**src/rtl/bus_rr_arbiter_pkg.sv**
```systemverilog
// Shared definitions for the system bus arbiter: master count, index width,
// master indices, watchdog default and the active-low enable levels.
package bus_rr_arbiter_pkg;

  localparam int NUM_MASTERS     = 4;
  localparam int OWNER_W         = 2;
  localparam int TIMEOUT_DEFAULT = 255;
  localparam int CNT_W_DEFAULT   = 8;

  localparam logic [OWNER_W-1:0] BUS_MASTER_0 = 2'd0;  // CPU instruction side
  localparam logic [OWNER_W-1:0] BUS_MASTER_1 = 2'd1;  // CPU data side
  localparam logic [OWNER_W-1:0] BUS_MASTER_2 = 2'd2;  // DMA master A
  localparam logic [OWNER_W-1:0] BUS_MASTER_3 = 2'd3;  // DMA master B

  localparam logic ENABLE_  = 1'b0;
  localparam logic DISABLE_ = 1'b1;

  typedef enum logic {
    ST_IDLE    = 1'b0,
    ST_GRANTED = 1'b1
  } arb_state_e;

  function automatic logic [NUM_MASTERS-1:0] owner_mask(input logic [OWNER_W-1:0] idx);
    return NUM_MASTERS'(1) << idx;
  endfunction

endpackage

```
**src/rtl/bus_rr_arbiter_pick.sv**
```systemverilog
// Combinational round-robin picker: scans from last_i+1 around to last_i and
// returns the first set bit of elig_i, so last_i always has the lowest priority.
module bus_rr_pick
  import bus_rr_arbiter_pkg::*;
(
  input  logic [NUM_MASTERS-1:0] elig_i,
  input  logic [OWNER_W-1:0]     last_i,
  output logic [OWNER_W-1:0]     winner_o,
  output logic                   found_o
);

  logic [OWNER_W-1:0] idx;

  // Walking from the farthest candidate to the nearest lets the nearest
  // eligible master overwrite the others.
  always_comb begin
    // NOTE: every output of a combinational block gets a default before any
    // conditional assignment, otherwise the tool infers a latch.
    winner_o = last_i;
    found_o  = 1'b0;
    idx      = '0;
    for (int k = NUM_MASTERS; k >= 1; k--) begin
      idx = last_i + OWNER_W'(k);
      if (elig_i[idx]) begin
        winner_o = idx;
        found_o  = 1'b1;
      end
    end
  end

endmodule

```
**src/rtl/bus_rr_arbiter.sv**
```systemverilog
// Round-robin arbiter for the shared system bus with active-low request/grant
// handshakes and a watchdog that revokes a grant whose slave never goes ready.
module bus_rr_arbiter
  import bus_rr_arbiter_pkg::*;
#(
  parameter int TIMEOUT = TIMEOUT_DEFAULT,
  parameter int CNT_W   = CNT_W_DEFAULT
) (
  input  logic                   clk,
  input  logic                   reset,
  input  logic [NUM_MASTERS-1:0] m_req_,
  input  logic                   bus_rdy_,
  output logic [NUM_MASTERS-1:0] m_grnt_,
  output logic [OWNER_W-1:0]     owner,
  output logic                   owner_vld,
  output logic                   timeout_err,
  output logic [OWNER_W-1:0]     err_owner
);

  localparam logic [CNT_W-1:0] TO_CNT = CNT_W'(TIMEOUT);

  arb_state_e             state_q, state_d;
  logic [NUM_MASTERS-1:0] grnt_q, grnt_d;
  logic [OWNER_W-1:0]     owner_q, owner_d;
  logic [OWNER_W-1:0]     err_owner_q, err_owner_d;
  logic                   timeout_err_q, timeout_err_d;
  logic [NUM_MASTERS-1:0] mask_q, mask_d;
  logic [CNT_W-1:0]       wdog_q, wdog_d;

  logic [NUM_MASTERS-1:0] req;
  logic [NUM_MASTERS-1:0] revoke;
  logic [NUM_MASTERS-1:0] elig;
  logic                   release_ev;
  logic                   timeout_ev;
  logic [OWNER_W-1:0]     pick_winner;
  logic                   pick_found;

  assign req        = ~m_req_;
  assign release_ev = (state_q == ST_GRANTED) && (m_req_[owner_q] == DISABLE_);
  // A release on the same edge as the timeout is a normal hand-back, not an error.
  assign timeout_ev = (state_q == ST_GRANTED) && !release_ev && (wdog_q == TO_CNT);
  assign revoke     = timeout_ev ? owner_mask(owner_q) : '0;
  assign elig       = req & ~mask_q & ~revoke;

  bus_rr_pick u_pick (
    .elig_i   (elig),
    .last_i   (owner_q),
    .winner_o (pick_winner),
    .found_o  (pick_found)
  );

  always_comb begin
    state_d       = state_q;
    owner_d       = owner_q;
    grnt_d        = grnt_q;
    timeout_err_d = timeout_ev;
    err_owner_d   = timeout_ev ? owner_q : err_owner_q;
    // A masked master stays locked out until it withdraws its request.
    mask_d        = (mask_q & req) | revoke;

    if (state_q == ST_IDLE || release_ev || timeout_ev) begin
      if (pick_found) begin
        state_d             = ST_GRANTED;
        owner_d             = pick_winner;
        grnt_d              = {NUM_MASTERS{DISABLE_}};
        grnt_d[pick_winner] = ENABLE_;
      end else begin
        state_d = ST_IDLE;
        grnt_d  = {NUM_MASTERS{DISABLE_}};
      end
    end

    if (grnt_d != grnt_q || bus_rdy_ == ENABLE_) begin
      wdog_d = '0;
    end else if (state_q == ST_GRANTED && wdog_q != '1) begin
      wdog_d = wdog_q + CNT_W'(1);
    end else begin
      wdog_d = wdog_q;
    end
  end

  always_ff @(posedge clk or negedge reset) begin
    if (!reset) begin
      state_q       <= ST_IDLE;
      grnt_q        <= {NUM_MASTERS{DISABLE_}};
      owner_q       <= BUS_MASTER_0;
      err_owner_q   <= BUS_MASTER_0;
      timeout_err_q <= 1'b0;
      mask_q        <= '0;
      wdog_q        <= '0;
    end else begin
      // NOTE: state registers use non-blocking assignments so every flop
      // samples its pre-edge value regardless of statement order.
      state_q       <= state_d;
      grnt_q        <= grnt_d;
      owner_q       <= owner_d;
      err_owner_q   <= err_owner_d;
      timeout_err_q <= timeout_err_d;
      mask_q        <= mask_d;
      wdog_q        <= wdog_d;
    end
  end

  assign m_grnt_     = grnt_q;
  assign owner       = owner_q;
  assign owner_vld   = (state_q == ST_GRANTED);
  assign timeout_err = timeout_err_q;
  assign err_owner   = err_owner_q;

endmodule

```
**config.mk**
```make
export PLATFORM = sky130hd
export DESIGN_NAME = bus_rr_arbiter
export DESIGN_NICKNAME = d
export VERILOG_FILES = /design/src/rtl/bus_rr_arbiter_pkg.sv /design/src/rtl/bus_rr_arbiter_pick.sv /design/src/rtl/bus_rr_arbiter.sv
export SDC_FILE = /design/constraint.sdc
export NUM_CORES = 1
export LEC_CHECK = 0
export CAP_MARGIN = 5
export CORE_AREA = 3 3 58 55
export DETAILED_ROUTE_END_ITERATION = 10
export DIE_AREA = 0 0 61 58
export PLACE_DENSITY = 0.84
export SLEW_MARGIN = 20
export SYNTH_ARGS = -nofsm -noshare
export SYNTH_HDL_FRONTEND = slang
export SYNTH_SLANG_ARGS = --single-unit
```
**constraint.sdc**
```tcl
create_clock -name clk -period 4.5 [get_ports clk]
set_input_delay 0.675 -clock clk [delete_from_list [all_inputs] [get_ports clk]]
set_output_delay 0.675 -clock clk [all_outputs]
set_load 0.05 [all_outputs]
```
* Word-level counts from Yosys, hierarchy flattened
Index checks and enable logic that the tools add are counted.
Operators by class: reduce and logical (&&, ||, !) cells 11, add/sub/neg operators 4, bitwise logic cells 10, multiply operators 0, divide/modulo/power cells 0, shift operators 1, equal/unequal tests 3, $lt $le $gt $ge 6, muxes and demuxes 25
Operators with widths (count):
- 8-bit two-way mux | 2
- 4-bit NOT | 4
- 2-bit by 3-bit < comparator with 1-bit output (second input constant) | 5
- 4-bit AND | 3
- 4-bit two-way mux | 3
- 1-bit two-way mux | 11
- 1-bit binary-select mux with 2-bit select | 5
- 8-bit by 1-bit adder with 8-bit output (second input constant) | 1
- 8-bit equality test (second input constant) | 1
- 8-bit inequality test (second input constant) | 1
- 2-bit two-way mux | 3
- 1-bit logical AND | 5
- 2-bit adder (second input constant) | 2
- 4-bit inequality test | 1
- 4-bit OR | 1
- 1-bit by 2-bit left shift with 4-bit output (first input constant) | 1
- 1-bit logical OR | 3
- 2-bit by 1-bit adder with 2-bit output (second input constant) | 1
- 1-bit demux with 2-bit select | 1
- 2-bit by 1-bit greater-or-equal comparator with 1-bit output (second input constant) | 1
- 1-bit NOT | 2
- 2-bit AND reduction | 1
- 2-bit nonzero test | 1
- 1-bit zero test | 1
Storage, ports and cells: ROM bits 0, bits in latches 0, register bits 22, word-level logic and storage cells 67, memories kept 0, RAM bits 0, output and inout bits 10

* Longest topological paths before layout
Gate-level depths: netlist (run 1).
depth after elaboration 24, gate-level depth with buffers 12

* Modules after synthesis
Synthesis (run 1) repeated with hierarchy kept, for this count alone.
Unflattened totals: cell total of the unflattened synthesis 131, area, all modules 1221.2 um^2
By module, submodules not included:
- bus_rr_arbiter | sequential area each 555.5 um^2, cells an instance 117, instances 1, area each 1138.6 um^2
- bus_rr_pick | sequential area each 0.0 um^2, cells an instance 14, instances 1, area each 82.6 um^2

* Worst setup path before layout (run 1)
OpenSTA, ideal clock, no wires.
path kind register to register, start point reg owner_q[0], in the netlist owner[0], end point reg wdog_q[6], data arrival time 3615 ps, buffers on the path 0, path slack 726 ps, setup time 159 ps, stages on the path, launching flop included 10, required time 4341 ps, cells stage by stage dfrtp_1 mux4_2 or4_1 nor3b_1 mux2_2 a211oi_4 nor2_1 mux2i_1 o311ai_1 nor4b_1
Between the ends: longest elaborated chain between the ends 24, elaborated cells between the ends (all ways) 42, classes of those cells add/sub (3); order compare (2); eq/ne (1); shift (1); mux (23); bitwise (3); reduce/logical (9)
RTL lines:
- start, declared | line bus_rr_arbiter.sv:24 | logic [OWNER_W-1:0] owner_q, owner_d;
- start signal, assigned | line bus_rr_arbiter.sv:96 | owner_q <= owner_d;
- 1-bit binary-select mux with 2-bit select | line bus_rr_arbiter.sv:39 | assign release_ev = (state_q == ST_GRANTED) && (m_req_[owner_q] == DISABLE_);
- 1-bit two-way mux (implied by the code) | line bus_rr_arbiter.sv:39
- 1-bit logical AND | line bus_rr_arbiter.sv:39
- 1-bit zero test | line bus_rr_arbiter.sv:41 | assign timeout_ev = (state_q == ST_GRANTED) && !release_ev && (wdog_q == TO_CNT);
- 1-bit logical AND (2 in a row) | line bus_rr_arbiter.sv:41
- 4-bit two-way mux | line bus_rr_arbiter.sv:42 | assign revoke = timeout_ev ? owner_mask(owner_q) : '0;
- 4-bit NOT | line bus_rr_arbiter.sv:43 | assign elig = req & ~mask_q & ~revoke;
- 4-bit AND | line bus_rr_arbiter.sv:43
- (+7 left out)
- 1-bit two-way mux (implied by the code) | line bus_rr_arbiter.sv:66 | grnt_d[pick_winner] = ENABLE_;
- 1-bit demux with 2-bit select | line bus_rr_arbiter.sv:66
- 4-bit NOT (no line)
- 4-bit two-way mux | line bus_rr_arbiter.sv:62 | if (pick_found) begin
- 4-bit two-way mux (*) | line bus_rr_arbiter.sv:61 | if (state_q == ST_IDLE || release_ev || timeout_ev) begin
- 4-bit inequality test (*) | line bus_rr_arbiter.sv:73 | if (grnt_d != grnt_q || bus_rdy_ == ENABLE_) begin
- 1-bit logical OR (*) | line bus_rr_arbiter.sv:73
- 8-bit two-way mux / 2-bit nonzero test (equally long branches)
- end signal, assigned | line bus_rr_arbiter.sv:100 | wdog_q <= wdog_d;
- end, declared | line bus_rr_arbiter.sv:28 | logic [CNT_W-1:0] wdog_q, wdog_d;
Mark *: on every way between the ends. The rest lies on a longest branch, timed or not. The select of a mux whose other input is x is not followed. A chain may end at the register's enable or synchronous reset.

* Worst setup path after layout (run 1)
start point in m_req_[3], end point reg wdog_q[6]
Between the ends: longest elaborated chain between the ends 24, elaborated cells between the ends (all ways) 40, classes of those cells order compare (2); eq/ne (1); mux (23); bitwise (5); reduce/logical (9)
RTL lines:
- start, declared | line bus_rr_arbiter.sv:11 | input logic [NUM_MASTERS-1:0] m_req_,
- 1-bit binary-select mux with 2-bit select | line bus_rr_arbiter.sv:39
- 1-bit two-way mux (implied by the code) | line bus_rr_arbiter.sv:39
- 1-bit logical AND | line bus_rr_arbiter.sv:39
- 1-bit zero test | line bus_rr_arbiter.sv:41
- 1-bit logical AND (2 in a row) | line bus_rr_arbiter.sv:41
- 4-bit two-way mux | line bus_rr_arbiter.sv:42
- 4-bit NOT | line bus_rr_arbiter.sv:43
- 4-bit AND | line bus_rr_arbiter.sv:43
- (+7 left out)
- 1-bit two-way mux (implied by the code) | line bus_rr_arbiter.sv:66
- 1-bit demux with 2-bit select | line bus_rr_arbiter.sv:66
- 4-bit NOT (no line)
- 4-bit two-way mux | line bus_rr_arbiter.sv:62
- 4-bit two-way mux (*) | line bus_rr_arbiter.sv:61
- 4-bit inequality test (*) | line bus_rr_arbiter.sv:73
- 1-bit logical OR (*) | line bus_rr_arbiter.sv:73
- 8-bit two-way mux / 2-bit nonzero test (equally long branches)
Marks and branches as above.

==> impl_metrics.py, run 1 <==
metrics = {
    "status": {
        "status": "completed",
    },
    "final_layout": {
        "area_growth_pct": 17.8,
        "antenna_cells": 0,
        "nets": 187,
        "fin_cells": 204,
        "drive_gt1_share_pct": 12.6,
    },
    "floorplan": {
        "die_h_um": 58,
        "initial_core_util_pct": 53.8,
        "core_sq_um": 2680,
        "die_area_sq_um": 3540,
        "std_cell_rows": 18,
        "fp.dieW_um": 61,
        "ios": 17,
    },
    "route": {
        "routed_wl_um": 3370,
        "dr.pass1.iters": 4,
        "avgRoutedWirePerCell_um": 16.5,
        "top_layer": "met4",
        "wl_met2_um": 1590,
        "drtIter0Drc": 58,
        "num_vias": 1265,
        "vias_per_cell": 6.20,
        "met1_length_um": 1540,
        "ant_nets": 0,
        "drc": 0,
        "met3_length_um": 214,
    },
    "clock_network": {
        "cts_sinks": 22,
        "numCtsBuffers": 3,
        "ctsHoldBuffers": 0,
        "cts_setup_buffers": 0,
        "clock_path_buffers": 2,
        "clk_pin_slew_ps": 140,
        "cts_resized": 0,
        "cts_tree": "built",
        "htreeDepth": 1,
        "root_buffer": "clkbuf_4",
        "clkLatencyLatePin_ps": 320,
    },
    "timing": {
        "fin_crit_sh_pct": 88.2,
        "finalSetupTns_ps": 0,
        "skew_ps": 7.74,
        "rsz0062_at_grt": "no",
        "finalSetupViolCount": 0,
        "max-slew-margin-rel_pct": 32.8,
        "hold_violations": 0,
        "period_needed_ps": 3970,
        "slew_viol_final": 0,
        "clock.fmax_mhz": 252,
        "tightest_slew_ps": 1010,
        "whs_ps": 531,
    },
    "synthesis": {
        "synth_top_cell_by_area": "dfrtp_1",
        "syn-num-nets": 167,
        "async_flop_share_pct": 100,
        "synth_common_cells": "18 x dfrtp_1, 13 x nand2_1, 12 x nand3_1, 12 x nor2_1, 11 x nor3_1",
        "synth_most_common_cell": "dfrtp_1",
        "synth-edff-count": 0,
        "synth_area_per_cell_sq_um": 9.30,
        "ys_types": 46,
        "synth_ff_type": "dfrtp_1",
        "yosys.area.top_type_share_pct": 31.3,
        "ys_seq_elements": 22,
        "netlist_area_sq_um": 1440,
        "yosysSeqAreaShare_pct": 38.5,
        "yosys_warnings": 0,
        "synthCells": 155,
        "synth_area_leaders": "dfrtp_1 31%, dfstp_2 7.3%, ha_1 4.3%",
    },
    "critical_path": {
        "critical_path_arrival_ps": 4160,
        "cp-end-kind": "flip-flop",
        "required_ps": 4690,
        "worst-path-max-fanout": 8,
        "r2r-start": "owner[1]",
        "startpoint_type": "input port",
        "critPathKind": "input port to flip-flop",
        "crit_start": "m_req_[3]",
    },
    "power": {
        "power_density_nw_per_um2": 610,
        "power_leakage_nw": 0.713,
        "vdd_ir_drop_max_uv": 425,
    },
    "global_route": {
        "antenna_found_initial": 0,
        "grt_max_degree": 23,
        "grt_first_pass_wirelength_um": 5540,
        "grt_pass1_vias": 1217,
        "grt_usage_pct": 20.8,
        "grt-ovfl-total": 0,
    },
    "place": {
        "port_buffers": 16,
        "place_congestion": 0.934,
        "dp.cells": 200,
        "hpwlAfterDp_um": 2480,
    },
    "worst_hold_path": {
        "hold_path_class": "flip-flop to flip-flop",
        "hold_start": "err_owner[1]",
    },
    "job": {
        "cap_violations": 0,
    },
}
registers in the layout (all words and copies together) (netlist names):
| name | flops |
|---|---|
| m_grnt_ | 4 |
| err_owner | 2 |
| mask_q | 4 |
| wdog_q | 8 |
| timeout_err | 1 |
| owner | 2 |
| owner_vld | 1 |
layer usage:
layer	GRT usage (%)	up-vias
li1	-	600
met1	29.0	609
met2	32.5	50
met3	4.45	6
met4	6.19	0
met5	0	-
power by group:
group	total (mW)	leakage, nW	switching, mW	internal [mW]
combinational	0.599	0.401	0.374	0.225
clock	0.157	0.0279	0.0670	0.0900
sequential	0.280	0.284	0.0426	0.237
total	1.04	0.713	0.484	0.553
path summary, 6_finish.rpt:
kind                                      to  slack (ps)  cells after the start
worst max-delay path               wdog_q[6]         530                     10
worst min-delay path            err_owner[1]         530                      1
worst max register to register     wdog_q[6]         890                      9
worst min register to register  err_owner[1]         530                      1
max in group asynchronous           owner[1]        3000                      1
min in group asynchronous       err_owner[0]         890                      1
cell families after synthesis:
family / synth area share, %
AO/OA/AOI/OAI: 16.8
multiplexers: 8.16
XOR/XNOR: 4.25
adder cells (fa/ha/maj): 4.34
flip-flops: 38.5
buffers and inverters: 3.73
AND/OR/NAND/NOR: 24.2
critical path: stages:
cell	delay, ps
clkdlybuf4s50_1	450
mux4_2	550
or4_1	600
and2_1	250
nor4_1	380
or2_1	260
o21bai_2	200
nor3_1	90
a311oi_2	530
nor4b_1	150
layout by cell type, fill, tap and decap left out, types with 2 or more instances in the layout:
master	synthesis	routed
nand3_1	12	12
clkbuf_4	0	3
xor2_1	2	2
buf_4	0	3
and2_1	2	2
o211ai_1	2	2
dfstp_2	4	4
o21ai_0	7	7
a21oi_1	3	3
a211o_1	2	2
nor4b_1	2	2
nor2_1	12	12
nand2_1	13	13
or4_1	2	2
nor3_1	11	11
dfrtp_1	18	18
nand2b_1	2	2
xnor2_1	5	5
nor2b_1	3	3
inv_1	10	10
ha_1	5	5
a22oi_1	2	2
a211oi_1	2	2
clkdlybuf4s50_1	0	16
mux2i_1	5	5
mux2_2	4	4
final cells by class:
cell class / instances / area (sq um)
clock inverters: 1 / 30.0
well taps: 30 / 37.5
multi-input cells: 119 / 832
inverters: 10 / 37.5
repair buffers: 19 / 183
clock buffers: 3 / 22.5
fillers: 225 / 982
flip-flops and latches: 22 / 556
metrics by stage:
stage                     area, sq um  setup slack (ps)  utilization [%]  total power, mW
final                            1700               529             63.4             1.04
after global routing             1700               368             63.4             1.09
after CTS                        1700               568             63.4             1.04
after detailed placement         1650               229             61.4            0.876
after global placement           1650               366             61.4            0.854
after floorplan                  1440               726                -            0.724
Power figures use the tool's default switching activity.
==> inputs of run 2 (changes only) <==
--- a/config.mk
+++ b/config.mk
@@ -5,10 +5,10 @@
 export SDC_FILE = /design/constraint.sdc
 export NUM_CORES = 1
 export LEC_CHECK = 0
-export CAP_MARGIN = 5
-export CORE_AREA = 3 3 58 55
+export CAP_MARGIN = 20
+export CORE_AREA = 2 2 57 54
 export DETAILED_ROUTE_END_ITERATION = 10
-export DIE_AREA = 0 0 61 58
+export DIE_AREA = 0 0 59 56
 export PLACE_DENSITY = 0.84
 export SLEW_MARGIN = 20
 export SYNTH_ARGS = -nofsm -noshare
==> run 2 against run 1 <==
- design area decreased by 1.8%
- sequential cell count unchanged
- fmax is 0.94% lower
- combinational power grew 1%
- clock power fell by 39%
- first-iteration DRC count down 5.2%
- largest power group unchanged
==> impl_metrics.py, run 2 (synthesis gave the netlist of run 1 again) <==
metrics = {
    "clock_network": {
        "cts_resized": 0,
        "cts_sinks": 22,
        "clk_pin_slew_ps": 120,
        "cts_setup_buffers": 0,
        "ctsHoldBuffers": 0,
        "cts_tree": "built",
        "numCtsBuffers": 3,
        "root_buffer": "clkbuf_4",
        "clock_path_buffers": 2,
        "htreeDepth": 1,
        "clkLatencyLatePin_ps": 310,
    },
    "timing": {
        "tightest_slew_ps": 686,
        "layout_setup_ws_ps": 492,
        "clock.fmax_mhz": 249,
        "skew_ps": 2.53,
        "fin_crit_sh_pct": 89.1,
        "finalSetupViolCount": 0,
        "finalSetupTns_ps": 0,
        "hold_violations": 0,
        "slew_viol_final": 0,
        "max-slew-margin-rel_pct": 54.2,
        "period_needed_ps": 4010,
        "whs_ps": 303,
        "rsz0062_at_grt": "no",
    },
    "global_route": {
        "grt_pass1_vias": 1199,
        "antenna_found_initial": 0,
        "grt-ovfl-total": 0,
        "grt_first_pass_wirelength_um": 5440,
        "grt_usage_pct": 21.1,
        "grt_max_degree": 23,
    },
    "place": {
        "post-place-ws_ps": 210,
        "hpwlAfterDp_um": 2410,
        "port_buffers": 16,
        "dp.cells": 200,
        "place_congestion": 0.862,
    },
    "floorplan": {
        "std_cell_rows": 18,
        "initial_core_util_pct": 54.2,
        "ios": 17,
        "die_h_um": 56,
        "die_area_sq_um": 3300,
        "fp.dieW_um": 59,
        "core_sq_um": 2660,
    },
    "final_layout": {
        "largest_register_ffs": 8,
        "fin_cells": 204,
        "largest-register": "wdog_q",
        "drive_gt1_share_pct": 12.6,
        "final_cell_mix": "18 x dfrtp_1, 15 x clkdlybuf4s50_1, 13 x nand2_1, 12 x nand3_1, 12 x nor2_1",
        "area_growth_pct": 15.6,
        "fillCellCount": 232,
        "nets": 187,
        "layout_commonest_cell": "dfrtp_1",
        "antenna_cells": 0,
    },
    "power": {
        "vdd_ir_drop_max_uv": 390,
        "power_leakage_nw": 0.700,
        "power_density_nw_per_um2": 588,
    },
    "route": {
        "drc": 0,
        "vias_per_cell": 6.20,
        "drtIter0Drc": 55,
        "num_vias": 1264,
        "avgRoutedWirePerCell_um": 15.9,
        "ant_nets": 0,
        "routed_wl_um": 3250,
        "dr.pass1.iters": 4,
    },
    "worst_hold_path": {
        "hold_path_class": "input port to asynchronous set/reset pin",
    },
    "job": {
        "cap_violations": 0,
    },
    "critical_path": {
        "critPathKind": "input port to flip-flop",
        "required_ps": 4680,
        "cp-end-kind": "flip-flop",
        "critical_path_arrival_ps": 4190,
        "startpoint_type": "input port",
        "worst-path-max-fanout": 8,
    },
    "status": {
        "status": "completed",
    },
}
run 2: cell count changes in the layout (fill, tap and decap cells not counted), sizes merged:
| cell | delta |
|---|---|
| buf | +1 |
| bufinv | -1 |
| clkbuf | +1 |
| clkdlybuf4s50 | -1 |
run 2: cell type report:
class,instances,area (sq um),share of cell area [%]
Timing Repair Buffer,19,178,10.7
Clock buffer,4,26.3,1.58
Tap cell,30,37.5,2.25
Sequential cell,22,556,33.3
Multi-Input combinational cell,119,832,49.9
Inverter,10,37.5,2.25
run 2: layer usage:
metal	up-vias	share of wire, %	global-route usage, %	routed length (um)
met1	615	44	29.5	1430
met3	2	7.6	4.65	248
met2	48	48	32.4	1560
li1	599	-	-	-
met4	0	0.34	6.17	11
met5	-	0	0	0
run 2: worst max-delay path, stage by stage:
cell             delay (ps)
clkdlybuf4s50_1         450
mux4_2                  560
or4_4                   590
and2_1                  230
nor4_1                  400
or2_1                   270
o21bai_2                220
nor3_1                   90
a311oi_2                570
nor4b_1                 130
run 2: report_power, final:
part           switching, mW  internal, mW  total, mW  leakage, nW
Combinational          0.381         0.224      0.605        0.401
Clock                 0.0606        0.0347     0.0953       0.0150
Sequential            0.0416         0.237      0.279        0.284
run 2: final timing paths:
| check | from | to | slack, ps | cells past startpoint |
|---|---|---|---|---|
| max in group asynchronous | reset | m_grnt_[0] | 3840 | 1 |
| hold / removal | reset | owner[1] | 300 | 1 |
| min in group clk | err_owner[1] | err_owner[1] | 520 | 1 |
| hold reg to reg | err_owner[1] | err_owner[1] | 520 | 1 |
| setup / recovery | m_req_[3] | wdog_q[6] | 490 | 10 |
| setup reg to reg | owner[1] | wdog_q[6] | 850 | 9 |
run 2: metrics by stage:
| step | cell area [sq um] | power (mW) | util, % |
|---|---|---|---|
| 3_5_place_dp | 1650 | 0.880 | 61.9 |
| 5_1_grt | 1670 | 1.04 | 62.7 |
| 2_1_floorplan | 1440 | 0.724 | - |
| 4_1_cts | 1670 | 0.981 | 62.9 |
| 6_report | 1670 | 0.979 | 62.7 |
| 3_3_place_gp | 1650 | 0.855 | 61.9 |
